## config.mk

```make
export PLATFORM = sky130hd
export DESIGN_NAME = vending_io_responder
export DESIGN_NICKNAME = d
export VERILOG_FILES = /design/src/rtl/vending_io_responder_pkg.sv /design/src/rtl/vending_io_responder_sync_edge_detect.sv /design/src/rtl/vending_io_responder.sv
export SDC_FILE = /design/constraint.sdc
export NUM_CORES = 1
export LEC_CHECK = 0
export ABC_CLOCK_PERIOD_IN_PS = 2200
export CAP_MARGIN = 30
export CORE_MARGIN = 4
export CORE_UTILIZATION = 37
export CTS_CLUSTER_SIZE = 16
export DETAILED_ROUTE_END_ITERATION = 6
export PLACE_DENSITY_LB_ADDON = 0.08
export SETUP_SLACK_MARGIN = 0.02
export SYNTH_ARGS = -nofsm -noshare
export SYNTH_HDL_FRONTEND = slang
export SYNTH_SLANG_ARGS = --single-unit
```

## constraint.sdc

```tcl
create_clock -name clock -period 2.2 [get_ports clock]
set_input_delay 0.44 -clock clock [delete_from_list [all_inputs] [get_ports clock]]
set_output_delay 0.44 -clock clock [all_outputs]
set_load 0.03 [all_outputs]
```

## src/rtl/vending_io_responder_pkg.sv

```systemverilog
// Shared definitions for the vending machine I/O responder.
// Contents: register word offsets, STATUS bit positions, coin credit values,
// dispense FSM state encoding, and a saturating 8-bit add used for CREDIT.
package vending_io_responder_pkg;

  // Register selects, taken from memory_address[3:2]
  localparam logic [1:0] REG_STATUS   = 2'd0;  // 0x0
  localparam logic [1:0] REG_ACK      = 2'd1;  // 0x4
  localparam logic [1:0] REG_DISPENSE = 2'd2;  // 0x8
  localparam logic [1:0] REG_CREDIT   = 2'd3;  // 0xC

  // STATUS bit positions
  localparam int STAT_NICKEL = 0;
  localparam int STAT_DIME   = 1;
  localparam int STAT_REFUND = 2;
  localparam int STAT_BUSY   = 3;

  localparam logic [7:0] NICKEL_VALUE = 8'd5;
  localparam logic [7:0] DIME_VALUE   = 8'd10;

  typedef enum logic [1:0] {
    DS_IDLE  = 2'd0,
    DS_PULSE = 2'd1,
    DS_GAP   = 2'd2
  } dispense_state_e;

  function automatic logic [7:0] sat_add8(input logic [7:0] a, input logic [7:0] b);
    logic [8:0] s;
    s = {1'b0, a} + {1'b0, b};
    return s[8] ? 8'hFF : s[7:0];
  endfunction

endpackage

```

## src/rtl/vending_io_responder_sync_edge_detect.sv

```systemverilog
// Two-flop synchronizer followed by a rising-edge detector.
// Ports:
//   i_clock   - system clock
//   i_reset_n - asynchronous active-low reset
//   i_async   - asynchronous level from the machine
//   o_rise    - one-cycle pulse on a 0->1 transition of the synchronized level
module sync_edge_detect (
  input  logic i_clock,
  input  logic i_reset_n,
  input  logic i_async,
  output logic o_rise
);

  logic       r_meta;
  logic       r_sync;
  logic       r_prev;
  logic [2:0] r_valid;

  always_ff @(posedge i_clock or negedge i_reset_n) begin
    if (!i_reset_n) begin
      r_meta  <= 1'b0;
      r_sync  <= 1'b0;
      r_prev  <= 1'b0;
      r_valid <= 3'b000;
    end else begin
      r_meta  <= i_async;
      r_sync  <= r_meta;
      r_prev  <= r_sync;
      r_valid <= {r_valid[1:0], 1'b1};
    end
  end

  // r_valid[2] marks that r_prev holds a real post-reset sample, so a level
  // already high at reset release is taken as the previous value, not an edge.
  assign o_rise = r_valid[2] & r_sync & ~r_prev;

endmodule

```

## src/rtl/vending_io_responder.sv

```systemverilog
// Memory-mapped responder for a coin-operated vending machine.
// Synchronizes coin/refund inputs, keeps pending-event and credit registers,
// and times the coin-return / vend output pulses.
// Ports:
//   clock, reset_n            - system clock, async active-low reset
//   memory_write_en/address/  - CPU store strobe, byte address, store data
//   memory_write_value
//   memory_read_value         - combinational load data
//   nickel, dime, refund      - asynchronous machine inputs
//   nickel_out, dime_out, vend- registered dispense drives
//   event_pending             - registered OR of STATUS pending bits
//
// state    | meaning
// DS_IDLE  | outputs low, accepts a DISPENSE store
// DS_PULSE | latched outputs high for PULSE_CYCLES cycles
// DS_GAP   | outputs low for GAP_CYCLES cycles, stores ignored
module vending_io_responder
  import vending_io_responder_pkg::*;
#(
  parameter int PULSE_CYCLES = 16,
  parameter int GAP_CYCLES   = 16
) (
  input  logic        clock,
  input  logic        reset_n,
  input  logic        memory_write_en,
  input  logic [31:0] memory_address,
  input  logic [31:0] memory_write_value,
  output logic [31:0] memory_read_value,
  input  logic        nickel,
  input  logic        dime,
  input  logic        refund,
  output logic        nickel_out,
  output logic        dime_out,
  output logic        vend,
  output logic        event_pending
);

  localparam int MAX_CYCLES = (PULSE_CYCLES > GAP_CYCLES) ? PULSE_CYCLES : GAP_CYCLES;
  localparam int CNT_W      = (MAX_CYCLES > 1) ? $clog2(MAX_CYCLES) : 1;
  localparam logic [CNT_W-1:0] PULSE_LAST = CNT_W'(PULSE_CYCLES - 1);
  localparam logic [CNT_W-1:0] GAP_LAST   = CNT_W'(GAP_CYCLES - 1);

  logic            w_nickel_evt;
  logic            w_dime_evt;
  logic            w_refund_evt;
  logic            w_mapped;
  logic [1:0]      w_sel;
  logic            w_wr_ack;
  logic            w_wr_dispense;
  logic            w_wr_credit;
  logic            w_busy;
  logic            w_dispense_go;
  logic [2:0]      w_pending_next;
  logic [7:0]      w_coin_add;
  logic [7:0]      w_credit_base;
  logic            w_unused_bits;

  logic [2:0]      r_pending;
  logic [7:0]      r_credit;
  logic            r_event_pending;
  dispense_state_e r_state;
  logic [CNT_W-1:0] r_cnt;
  logic            r_nickel_out;
  logic            r_dime_out;
  logic            r_vend;

  sync_edge_detect u_sync_nickel (
    .i_clock(clock), .i_reset_n(reset_n), .i_async(nickel), .o_rise(w_nickel_evt)
  );
  sync_edge_detect u_sync_dime (
    .i_clock(clock), .i_reset_n(reset_n), .i_async(dime), .o_rise(w_dime_evt)
  );
  sync_edge_detect u_sync_refund (
    .i_clock(clock), .i_reset_n(reset_n), .i_async(refund), .o_rise(w_refund_evt)
  );

  assign w_mapped      = (memory_address[31:4] == 28'd0);
  assign w_sel         = memory_address[3:2];
  assign w_wr_ack      = memory_write_en & w_mapped & (w_sel == REG_ACK);
  assign w_wr_dispense = memory_write_en & w_mapped & (w_sel == REG_DISPENSE);
  assign w_wr_credit   = memory_write_en & w_mapped & (w_sel == REG_CREDIT);
  assign w_busy        = (r_state != DS_IDLE);
  assign w_dispense_go = w_wr_dispense & ~w_busy & (|memory_write_value[2:0]);

  // Clear first, then OR in new events so a coincident event survives the ACK.
  assign w_pending_next = (r_pending & ~(w_wr_ack ? memory_write_value[2:0] : 3'b000))
                        | {w_refund_evt, w_dime_evt, w_nickel_evt};

  always_comb begin
    w_coin_add = 8'd0;
    if (w_nickel_evt) w_coin_add = w_coin_add + NICKEL_VALUE;
    if (w_dime_evt)   w_coin_add = w_coin_add + DIME_VALUE;
  end

  assign w_credit_base = w_wr_credit ? memory_write_value[7:0] : r_credit;

  always_ff @(posedge clock or negedge reset_n) begin
    if (!reset_n) begin
      r_pending       <= 3'b000;
      r_credit        <= 8'd0;
      r_event_pending <= 1'b0;
    end else begin
      r_pending       <= w_pending_next;
      r_credit        <= sat_add8(w_credit_base, w_coin_add);
      r_event_pending <= |w_pending_next;
    end
  end

  always_ff @(posedge clock or negedge reset_n) begin
    if (!reset_n) begin
      r_state      <= DS_IDLE;
      r_cnt        <= '0;
      r_nickel_out <= 1'b0;
      r_dime_out   <= 1'b0;
      r_vend       <= 1'b0;
    end else begin
      case (r_state)
        DS_IDLE: begin
          if (w_dispense_go) begin
            r_state      <= DS_PULSE;
            r_cnt        <= '0;
            r_nickel_out <= memory_write_value[0];
            r_dime_out   <= memory_write_value[1];
            r_vend       <= memory_write_value[2];
          end
        end
        DS_PULSE: begin
          if (r_cnt == PULSE_LAST) begin
            r_state      <= DS_GAP;
            r_cnt        <= '0;
            r_nickel_out <= 1'b0;
            r_dime_out   <= 1'b0;
            r_vend       <= 1'b0;
          end else begin
            r_cnt <= r_cnt + 1'b1;
          end
        end
        DS_GAP: begin
          if (r_cnt == GAP_LAST) begin
            r_state <= DS_IDLE;
            r_cnt   <= '0;
          end else begin
            r_cnt <= r_cnt + 1'b1;
          end
        end
        default: begin
          r_state      <= DS_IDLE;
          r_cnt        <= '0;
          r_nickel_out <= 1'b0;
          r_dime_out   <= 1'b0;
          r_vend       <= 1'b0;
        end
      endcase
    end
  end

  always_comb begin
    memory_read_value = 32'd0;
    if (w_mapped) begin
      case (w_sel)
        REG_STATUS:   memory_read_value = {28'd0, w_busy, r_pending};
        REG_DISPENSE: memory_read_value = {29'd0, r_vend, r_dime_out, r_nickel_out};
        REG_CREDIT:   memory_read_value = {24'd0, r_credit};
        default:      memory_read_value = 32'd0;
      endcase
    end
  end

  // Byte-lane address bits and upper store-data bits have no destination.
  assign w_unused_bits = ^{memory_address[1:0], memory_write_value[31:8]};

  assign nickel_out    = r_nickel_out;
  assign dime_out      = r_dime_out;
  assign vend          = r_vend;
  assign event_pending = r_event_pending;

endmodule

```

==> key figures, run 1 <==
Floorplan
  – Row cnt: 27
  – Initial Util: 0.388
  – IO Pins: 106
  – Full die area: 7140 µm²
  – Die X: 84.5 µm
  – Core Box Area: 5570 µm²
  – Die height: 84.5 µm

Critical path
  – CP endpoint kind: register
  – Arrival time at the worst endpoint: 3040 ps
  – Worst Setup Path Type: input port to register
  – CP startpoint kind: input port
  – Worst Path Max Fanout: 8
  – Worst reg2reg setup slack: 80 ps
  – Critical Path RT: 2430 ps

Worst hold path
  – Min-Delay Path Class: register to register

Timing
  – Pins Over Slew Limit: 0
  – Tcrit/Tclk final: 1.27
  – Worst-Margin Slew: 667 ps
  – Setup violations, final: 17
  – RSZ-0062 raised after global routing: true
  – Max Clk Rate: 0.357 GHz
  – Max Clock Skew: 7.30 ps
  – Worst slew margin: 0.550
  – Worst hold margin: 351 ps
  – Worst Slack Setup Final: -601 ps
  – Final Critical Period: 2800 ps
  – Final Hold Viols: 0

Detailed routing
  – Drt first-iter violations: 114
  – Vias per inst: 5.12
  – Number of routed nets with antenna violations: 0
  – Wl on met1: 2.54 mm
  – Routed wl met2: 2.58 mm
  – Post-DR wirelength/cell: 14.5 µm
  – Vias: 1977
  – WL met3: 393 µm
  – # DRC: 0
  – DRT Pass-1 Iters: 4
  – Routed WL: 5.59 mm
  – Max Used Layer: met4

Global route
  – Vias in the first global route: 1874
  – Initial antenna violation count: 0
  – First-pass GRT wire length: 9.12 mm
  – Global Route Usage Sum: 0.156
  – Pin count of the biggest net entering global routing: 34
  – Grt total ovfl: 0

Cells and area
  – Diode count: 0
  – Most common library cell in the layout ignoring fill and taps: dfrtp_1
  – Share of cells above drive strength 1: 0.366
  – Multi-input logic area: 1400 µm²
  – Area grow syn2layout: 49.4%
  – Final core occ: 0.580
  – Commonest non-fill, non-tap cells in the layout: dfrtp_1, buf_4, conb_1
  – Layout fillers: 499
  – FF/Latch Area: 826 µm²
  – Final net count: 394

Clock network
  – CTS root buffer: clkbuf_8
  – Clk buf depth: 2
  – Sink Count: 33
  – Clock buffer count from CTS: 5
  – CTS tree: done
  – Worst-path clk slew: 80 ps
  – Number of H-tree levels: 2
  – Clk Latency, worst-skew pair: 290 ps

Outcome
  – Outcome: complete, but fails checks
  – Failing checks: setup timing

Placement
  – HPWL Detailed: 4.18 mm
  – I/O Buffers: 55
  – Placer congestion estimate: 0.833

Run
  – MaxCap Viol Count: 0

Synth
  – Netlist cell types: 47
  – Register area share after synthesis: 0.382
  – Seq cells post-synth: 33
  – Post-synthesis mux area share: 0.0844
  – Asr flop ratio synth: 1.00
  – Top_reg_cell synth: dfrtp_1
  – Yosys warns: 0
  – Synth Instances: 226
  – XOR/XNOR Fraction of Synth Area: 0.00809
  – Syn Area/Cell: 9.58 µm²
  – EDFF count, synth: 0
  – Largest family of logic cells by synthesized area: simple AND/OR/NAND/NOR gates
  – Netlist Area Pre-Place: 2160 µm²
  – Synth Area in Adders: 0.0671
  – Synth Area in Compound Gates: 0.124
  – Simple logic cell fraction of the synthesized area: 0.216

Pwr
  – Leakage: 0.00140 µW
  – Peak supply drop: 520 µV
  – Total Power: 2090 µW
  – PD cells: 648 nW/µm²
where the power goes:
part           internal, µW  switching (µW)
clock                   339             242
sequential              693             114
combinational           337             368
total                  1370             725
through the flow:
stage / TNS (ps) / worst slack [ps] / instance area, µm² / cells
3_3_place_gp: -17630 / -1330 / 2910 / 365
2_1_floorplan: -5710 / -920 / 2360 / 249
3_5_place_dp: -17700 / -1320 / 2910 / 365
6_report: -6520 / -601 / 3230 / 386
5_1_grt: -8030 / -726 / 3230 / 386
4_1_cts: -6050 / -602 / 3200 / 380
timing repair:
item	CTS	global route
gates resized for setup	84	47
hold buffers	0	0
setup endpoints to repair	19	18
pin swaps	24	9
buffers inserted	8	7
worst max-delay path: stages:
cell      delay (ps)
buf_6             90
or4_4            550
nor4_4           250
buf_4            180
mux2_4           180
ha_4             130
inv_2             40
fa_2             360
nand3b_1         200
nand2_2          160
a31oi_1          120
a211oi_2         230
a21o_1           110
registers in the layout (all words and copies together), names as in the netlist:
| signal | cells |
|---|---|
| dime_out | 1 |
| nickel_out | 1 |
| r_state | 2 |
| u_sync_dime.r_prev | 1 |
| u_sync_dime.r_meta | 1 |
| u_sync_refund.r_sync | 1 |
| u_sync_dime.r_sync | 1 |
| u_sync_refund.r_valid | 2 |
| u_sync_refund.r_prev | 1 |
| u_sync_refund.r_meta | 1 |
| event_pending | 1 |
| u_sync_nickel.r_meta | 1 |
| u_sync_dime.r_valid | 1 |
| r_credit | 8 |
| r_pending | 3 |
| u_sync_nickel.r_sync | 1 |
| u_sync_nickel.r_prev | 1 |
| r_cnt | 4 |
| vend | 1 |
final timing paths:
| kind | start | endpoint | cells after the start |
|---|---|---|---|
| setup / recovery | memory_address[28] | r_credit[6]$_DFF_PN0_ | 13 |
| hold / removal | u_sync_dime.r_meta$_DFF_PN0_ | u_sync_dime.r_sync$_DFF_PN0_ | 0 |
| setup reg to reg | u_sync_dime.r_valid[2]$_DFF_PN0_ | r_credit[6]$_DFF_PN0_ | 10 |
| hold reg to reg | u_sync_dime.r_meta$_DFF_PN0_ | u_sync_dime.r_sync$_DFF_PN0_ | 0 |
| max in group asynchronous | reset_n | u_sync_dime.r_prev$_DFF_PN0_ | 2 |
| min in group asynchronous | reset_n | r_credit[5]$_DFF_PN0_ | 2 |
logic make-up after synthesis:
group / after synthesis
muxes: 17
other: 2
AOI/OAI and AO/OA: 39
DFF: 33
and+or+nand+nor: 80
adders and majority gates: 11
buffers and inverters: 42
xor gates and xnor gates: 2
layer usage:
| metal | vias to the layer above | GRT usage |
|---|---|---|
| met5 | - | 0 |
| met4 | 0 | 0.0388 |
| met3 | 10 | 0.0402 |
| met2 | 79 | 0.252 |
| met1 | 938 | 0.210 |
| li1 | 950 | - |
cell type report:
| cell class | count | area share |
|---|---|---|
| clock inverter | 3 | 0.0143 |
| timing repair buffer | 90 | 0.236 |
| clock buffer | 5 | 0.0213 |
| sequential | 33 | 0.255 |
| inverter | 9 | 0.0104 |
| multi-input combinational | 174 | 0.434 |
| tap | 72 | 0.0279 |
Yosys cell counts, types with 3 or more instances:
| master | instances | area, µm² |
|---|---|---|
| dfrtp_1 | 33 | 826 |
| buf_4 | 24 | 180 |
| nand2_1 | 20 | 75.1 |
| nand3_1 | 14 | 70.1 |
| ha_1 | 10 | 125 |
| nand4_1 | 10 | 62.6 |
| inv_1 | 9 | 33.8 |
| o21ai_0 | 9 | 45.0 |
| mux2i_1 | 7 | 70.1 |
| a21oi_1 | 6 | 30.0 |
| mux2_2 | 6 | 67.6 |
| nor2_1 | 6 | 22.5 |
| and2_1 | 5 | 31.3 |
| clkbuf_1 | 4 | 15.0 |
| mux2_1 | 4 | 45.0 |
| nor3_1 | 4 | 20.0 |
| nor4_2 | 4 | 50.1 |
| o311ai_0 | 4 | 35.0 |
| a22oi_1 | 3 | 22.5 |
| a31oi_1 | 3 | 18.8 |
| buf_1 | 3 | 11.3 |
| nand3b_1 | 3 | 22.5 |
| nor4_1 | 3 | 18.8 |
| or3_1 | 3 | 18.8 |
Note: power is estimated with default switching activity, not from simulation.
==> inputs of run 2 (changes only) <==
CORE_UTILIZATION = 55   (was 37)
DONT_BUFFER_PORTS = 1   (was default)
==> run 2 against run 1 <==
  * The flow still finishes with violations (setup timing)
  * Hold slack got worse by 160 ps
  * Clock power barely moved
  * Total power grew 1.7%
  * Sequential power increased by 1%
  * Combinational power increased by 3.7%
  * Register-to-register slack hardly changed
  * Clock-buffer cell count increased by 2
  * Fmax is 6.1% higher
==> key figures, run 2 (synthesis results as in run 1) <==
Cells and area
  – Largest register by flop count: r_credit
  – Area grow syn2layout: 27.3%
  – Most common library cell in the layout ignoring fill and taps: dfrtp_1
  – Commonest non-fill, non-tap cells in the layout: dfrtp_1, conb_1, buf_4
  – Final instance area: 2760 µm² (-15%)
  – Share of cells above drive strength 1: 0.328 (-0.0382)
  – Largest regs: r_credit x8, r_cnt x4, r_pending x3
  – Layout fillers: 269 (-46%)
  – Largest register FFs: 8 (unchanged)
  – Diode count: 0 (unchanged)
  – Final net count: 330 (-16%)

Worst hold path
  – Min-Delay Path Class: input port to register
  – Hold Path Depth: 0 (unchanged)
  – Hold worst-path end: u_sync_refund.r_meta$_DFF_PN0_
  – HP Start: refund

Critical path
  – Worst R2R Start: u_sync_dime.r_valid[2]$_DFF_PN0_
  – CP startpoint kind: input port
  – Critical path origin: memory_address[24]
  – CP endpoint kind: register
  – Critical Path RT: 2380 ps (-50 ps)
  – Arrival time at the worst endpoint: 2820 ps (-220 ps)
  – Worst reg2reg setup slack: 90 ps (about the same)
  – R2r endpoint: r_credit[6]$_DFF_PN0_
  – Worst Path Max Fanout: 5 (-3)
  – Worst Setup Path Type: input port to register
  – Worst Reg2Reg Path Length in Cells: 9 (-1)

Clock network
  – Worst-path clk slew: 70 ps (about the same)
  – Clk Latency, worst-skew pair: 290 ps (about the same)
  – Sink Count: 33 (unchanged)
  – Clk buf depth: 2 (unchanged)
  – CTS tree: done
  – Clock buffer count from CTS: 5 (unchanged)
  – Number of H-tree levels: 2 (unchanged)
  – CTS root buffer: clkbuf_8

Timing
  – Max Clk Rate: 0.379 GHz (+6.1%)
  – Final Critical Period: 2640 ps (-160 ps)
  – Worst slew margin: 0.623 (+0.0728)
  – RSZ-0062 raised after global routing: true
  – Worst-Margin Slew: 559 ps (-108 ps)
  – Worst Slack Setup Final: -441 ps (+160 ps)
  – Max Clock Skew: 13.4 ps (+6.12 ps)
  – Tcrit/Tclk final: 1.20 (-0.0727)
  – Setup violations, final: 16 (-1)
  – Pins Over Slew Limit: 0 (unchanged)
  – Final Hold Viols: 0 (unchanged)

Outcome
  – Failing checks: setup timing
  – Outcome: complete, but fails checks

Detailed routing
  – Post-DR wirelength/cell: 19.1 µm (+32%)
  – Drt first-iter violations: 151 (+32%)
  – Vias per inst: 6.14 (+20%)
  – DRT Pass-1 Iters: 4 (unchanged)
  – # DRC: 0 (unchanged)
  – Number of routed nets with antenna violations: 0 (unchanged)
  – Vias: 1830 (-7.4%)
  – Routed WL: 5.68 mm (+1.7%)

Placement
  – HPWL Detailed: 4.01 mm (-4.2%)
  – Placer congestion estimate: 0.862 (+3.5%)
  – I/O Buffers: 0 (-100%)
  – Setup WS pre-CTS: -902 ps (+417 ps)
  – DP Area: 2360 µm² (-19%)

Global route
  – Grt total ovfl: 0 (unchanged)
  – First-pass GRT wire length: 8.94 mm (-2.0%)
  – Initial antenna violation count: 0 (unchanged)
  – Global Route Usage Sum: 0.224 (+0.0678)
  – Pin count of the biggest net entering global routing: 34 (unchanged)
  – Vias in the first global route: 1828 (-2.5%)

Floorplan
  – Full die area: 5000 µm² (-30%)
  – Die height: 70.7 µm (-16%)
  – IO Pins: 106 (unchanged)
  – Initial Util: 0.578 (+0.190)
  – Die X: 70.7 µm (-16%)
  – Row cnt: 22 (-19%)
  – Core Box Area: 3740 µm² (-33%)

Pwr
  – PD cells: 773 nW/µm² (+19%)
  – Peak supply drop: 550 µV (+5.8%)
  – Leakage: 0.00113 µW (-19%)

Run
  – MaxCap Viol Count: 0 (unchanged)
run 2: area by class of cell:
cell class	instances	area [µm²]	area share
Timing Repair Buffer	26	264	0.0958
Inverter	9	33.8	0.0123
Tap cell	48	60.1	0.0218
Sequential cell	33	826	0.300
Clock buffer	7	86.3	0.0313
Clock inverter	1	30.0	0.0109
Multi-Input combinational cell	174	1460	0.528
run 2: what timing repair did:
item,4_1_cts,5_1_grt
gates resized for setup,30,14
hold buffers,2,0
buffers inserted,3,5
endpoints found under the setup margin,16,16
endpoints found under the hold margin,33,0
pin swaps,17,14
run 2: critical path, cell delays in order:
cell      delay [ps]
nor4_4           280
nand4_2          170
nor4_4           330
buf_4            160
mux2_4           170
ha_4             130
inv_2             30
fa_2             330
nand3b_1         220
and2_4           200
nor3_2           140
a21oi_1           80
a21o_1           150
run 2: stage by stage:
| step | hold WS (ps) | std cells | utilization | setup TNS [ps] | power, µW |
|---|---|---|---|---|---|
| finish | 191 | 298 | 0.736 | -4050 | 2130 |
| global route | 166 | 298 | 0.736 | -5530 | 2230 |
| CTS | 179 | 294 | 0.708 | -3910 | 2050 |
| detailed placement | 146 | 281 | 0.631 | -8200 | 1290 |
| global placement | 145 | 281 | 0.631 | -7260 | 1250 |
| floorplan | 144 | 249 | - | -5710 | 1210 |
run 2: report_power, final:
group / switching (µW) / total (µW) / internal (µW) / leakage, µW
Clock: 212 / 581 / 369 / 0.0000585
Sequential: 123 / 816 / 693 / 0.000367
Combinational: 393 / 732 / 339 / 0.000704
Total: 728 / 2130 / 1400 / 0.00113
run 2: worst max-delay path by stage:
stage,endpoint,slack [ps],cells past startpoint
after CTS,r_credit[5]$_DFF_PN0_,-470,10
final,r_credit[6]$_DFF_PN0_,-440,13
after floorplan,r_credit[6]$_DFF_PN0_,-920,14
after global placement,r_credit[6]$_DFF_PN0_,-800,11
after global routing,r_credit[5]$_DFF_PN0_,-550,12
after detailed placement,r_credit[7]$_DFF_PN0_,-900,11
run 2: per-layer routing:
metal | vias up | GRT usage | wire length [µm]
met5 | - | 0 | 0
met3 | 19 | 0.0625 | 658
met1 | 860 | 0.275 | 2020
li1 | 821 | - | -
met4 | 0 | 0.100 | 182
met2 | 130 | 0.367 | 2820
==> inputs of run 3 (changes only) <==
TNS_END_PERCENT = 20   (was default)
==> run 3 against run 2 <==
  * The run still ends with setup timing left
  * Flip-flop and latch count is the same
  * Clock skew is 3.3 ps lower
  * Setup slack worse by 12 ps
  * Final cell count is the same
  * Global-route usage grew 0.81 points
  * Largest power group unchanged
  * Clock power is 18% lower
  * Sequential power down 0.7%
  * Register-to-register slack got worse by 50 ps
  * Hold slack got worse by 21 ps
==> key figures, run 3 (synthesis results as in run 1) <==
Timing
  – Final Critical Period: 2650 ps (+11.5 ps)
  – Tcrit/Tclk final: 1.21 (+0.00524)
  – Final Hold Viols: 0 (unchanged)
  – Worst hold margin: 170 ps (-20.9 ps)
  – Setup violations, final: 16 (unchanged)
  – Max Clock Skew: 10.1 ps (-3.28 ps)
  – Max Clk Rate: 0.377 GHz (-0.43%)
  – Pins Over Slew Limit: 0 (unchanged)
  – Total negative slack: -4420 ps (-372 ps)
  – RSZ-0062 raised after global routing: true
  – Worst Slack Setup Final: -453 ps (-11.5 ps)

Placement
  – HPWL Detailed: 4.04 mm (+0.80%)
  – Setup WS pre-CTS: -946 ps (-44.3 ps)
  – I/O Buffers: 0 (unchanged)
  – Placer congestion estimate: 0.856 (-0.74%)

Critical path
  – Most used cell, CP: mux2i_1
  – Slowest stage delay, CP: 340 ps (about the same)
  – CP endpoint kind: register
  – Arrival time at the worst endpoint: 2840 ps (+20 ps)
  – Worst R2R Start: u_sync_dime.r_valid[2]$_DFF_PN0_
  – Worst Setup Path Type: input port to register
  – Crit-path slowest cell: nor4_4
  – CP cell instances: nor4_2 > nand2_1 > nor4_4 > buf_4 > mux2_4 > ha_4 > a21oi_4 > o21ai_4 > nand4_1 > mux2i_1 > mux2i_1
  – Worst Path Max Fanout: 6 (+1)
  – Critical path buffers and inverters: 1 (-1)
  – Worst reg2reg setup slack: 40 ps (-50 ps)
  – Critical path origin: memory_address[19]
  – CP startpoint kind: input port
  – Top Family by Delay on Critical Path: simple AND/OR/NAND/NOR gates
  – Critical Path RT: 2390 ps (about the same)

Floorplan
  – Die X: 70.7 µm (unchanged)
  – Row cnt: 22 (unchanged)
  – Initial Util: 0.578 (unchanged)
  – Full die area: 5000 µm² (unchanged)
  – IO Pins: 106 (unchanged)
  – Die height: 70.7 µm (unchanged)
  – Core Box Area: 3740 µm² (unchanged)

Pwr
  – Total Power: 2000 µW (-6.0%)
  – Int Pwr: 1260 µW (-10%)
  – Peak supply drop: 514 µV (-6.6%)
  – Psw: 744 µW (+2.2%)
  – Part of the power in registers: 0.405 (+0.021)
  – Clk pwr share: 0.238 (-0.035)
  – Switching power share of the total: 0.372 (+0.0298)
  – Combinational Power Share: 0.358 (+0.014)
  – Leakage: 0.00108 µW (-4.4%)
  – PD cells: 749 nW/µm² (-3.1%)

Global route
  – First-pass GRT wire length: 9.16 mm (+2.5%)
  – Grt total ovfl: 0 (unchanged)
  – Pin count of the biggest net entering global routing: 34 (unchanged)
  – Initial antenna violation count: 0 (unchanged)
  – Vias in the first global route: 1790 (-2.1%)
  – Global Route Usage Sum: 0.232 (+0.00813)

Detailed routing
  – # DRC: 0 (unchanged)
  – Routed WL: 5.73 mm (+0.83%)
  – Post-DR wirelength/cell: 19.2 µm (+0.83%)
  – Number of routed nets with antenna violations: 0 (unchanged)
  – DRT Pass-1 Iters: 4 (unchanged)
  – Vias per inst: 6.19 (+0.87%)
  – Vias: 1846 (+0.87%)
  – Drt first-iter violations: 154 (+2.0%)

Worst hold path
  – HP Start: refund
  – Min-Delay Path Class: input port to register

Clock network
  – Clk Latency, worst-skew pair: 300 ps (about the same)
  – Clock buffer count from CTS: 5 (unchanged)
  – Number of H-tree levels: 2 (unchanged)
  – Sink Count: 33 (unchanged)
  – CTS root buffer: clkbuf_8
  – CTS tree: done
  – Clk buf depth: 2 (unchanged)
  – Worst-path clk slew: 80 ps (about the same)

Cells and area
  – Largest regs: r_credit x8, r_cnt x4, r_pending x3
  – Largest register by flop count: r_credit
  – Most common library cell in the layout ignoring fill and taps: dfrtp_1
  – Share of cells above drive strength 1: 0.308 (-0.0200)
  – Largest register FFs: 8 (unchanged)
  – Final core occ: 0.714 (-0.0217)
  – Commonest non-fill, non-tap cells in the layout: dfrtp_1, conb_1, nand2_1, buf_4, nand3_1
  – Diode count: 0 (unchanged)
  – Area grow syn2layout: 23.5%
  – Final net count: 330 (unchanged)

Run
  – MaxCap Viol Count: 0 (unchanged)

Outcome
  – Outcome: complete, but fails checks
  – Failing checks: setup timing
-- run 3: through the flow --
step                cell area [µm²]  cells
global placement               2330    281
floorplan                      2330    249
CTS                            2580    293
detailed placement             2330    281
global route                   2670    298
finish                         2670    298
-- run 3: what timing repair did --
action / 4_1_cts / 5_1_grt
hold endpoints to repair: 33 / 0
pin swaps: 16 / 10
endpoints found under the setup margin: 16 / 16
buffers inserted: 2 / 5
hold buffers: 2 / 0
gates resized for setup: 29 / 10
-- run 3: power by group through the flow --
stage               Combinational, µW  Clock (µW)  Sequential (µW)
floorplan                         452           0              747
detailed placement                458           0              807
CTS                               614         483              797
global placement                  428           0              807
global route                      771         513              824
finish                            716         476              810
-- run 3: final cells by class --
| class | count | area, µm² |
|---|---|---|
| clock inverters | 3 | 22.5 |
| well taps | 48 | 60.1 |
| fillers | 267 | 1070 |
| inverters | 9 | 33.8 |
| flip-flops and latches | 33 | 826 |
| repair buffers | 26 | 268 |
| multi-input cells | 174 | 1400 |
| clock buffers | 5 | 68.8 |
-- run 3: metal layers --
| metal | global-route usage | vias up | routed length, µm |
|---|---|---|---|
| li1 | - | 821 | - |
| met1 | 0.294 | 897 | 2330 |
| met2 | 0.372 | 113 | 2790 |
| met3 | 0.0739 | 15 | 509 |
| met4 | 0.0877 | 0 | 107 |
| met5 | 0 | - | 0 |
-- run 3: path summary, 6_finish.rpt --
kind | to | cells after the start
hold reg to reg | u_sync_nickel.r_sync$_DFF_PN0_ | 0
setup reg to reg | r_credit[7]$_DFF_PN0_ | 9
setup / recovery | r_credit[7]$_DFF_PN0_ | 11
min in group asynchronous | r_credit[6]$_DFF_PN0_ | 2
hold / removal | u_sync_refund.r_meta$_DFF_PN0_ | 0
max in group asynchronous | r_cnt[2]$_DFFE_PN0P_ | 2
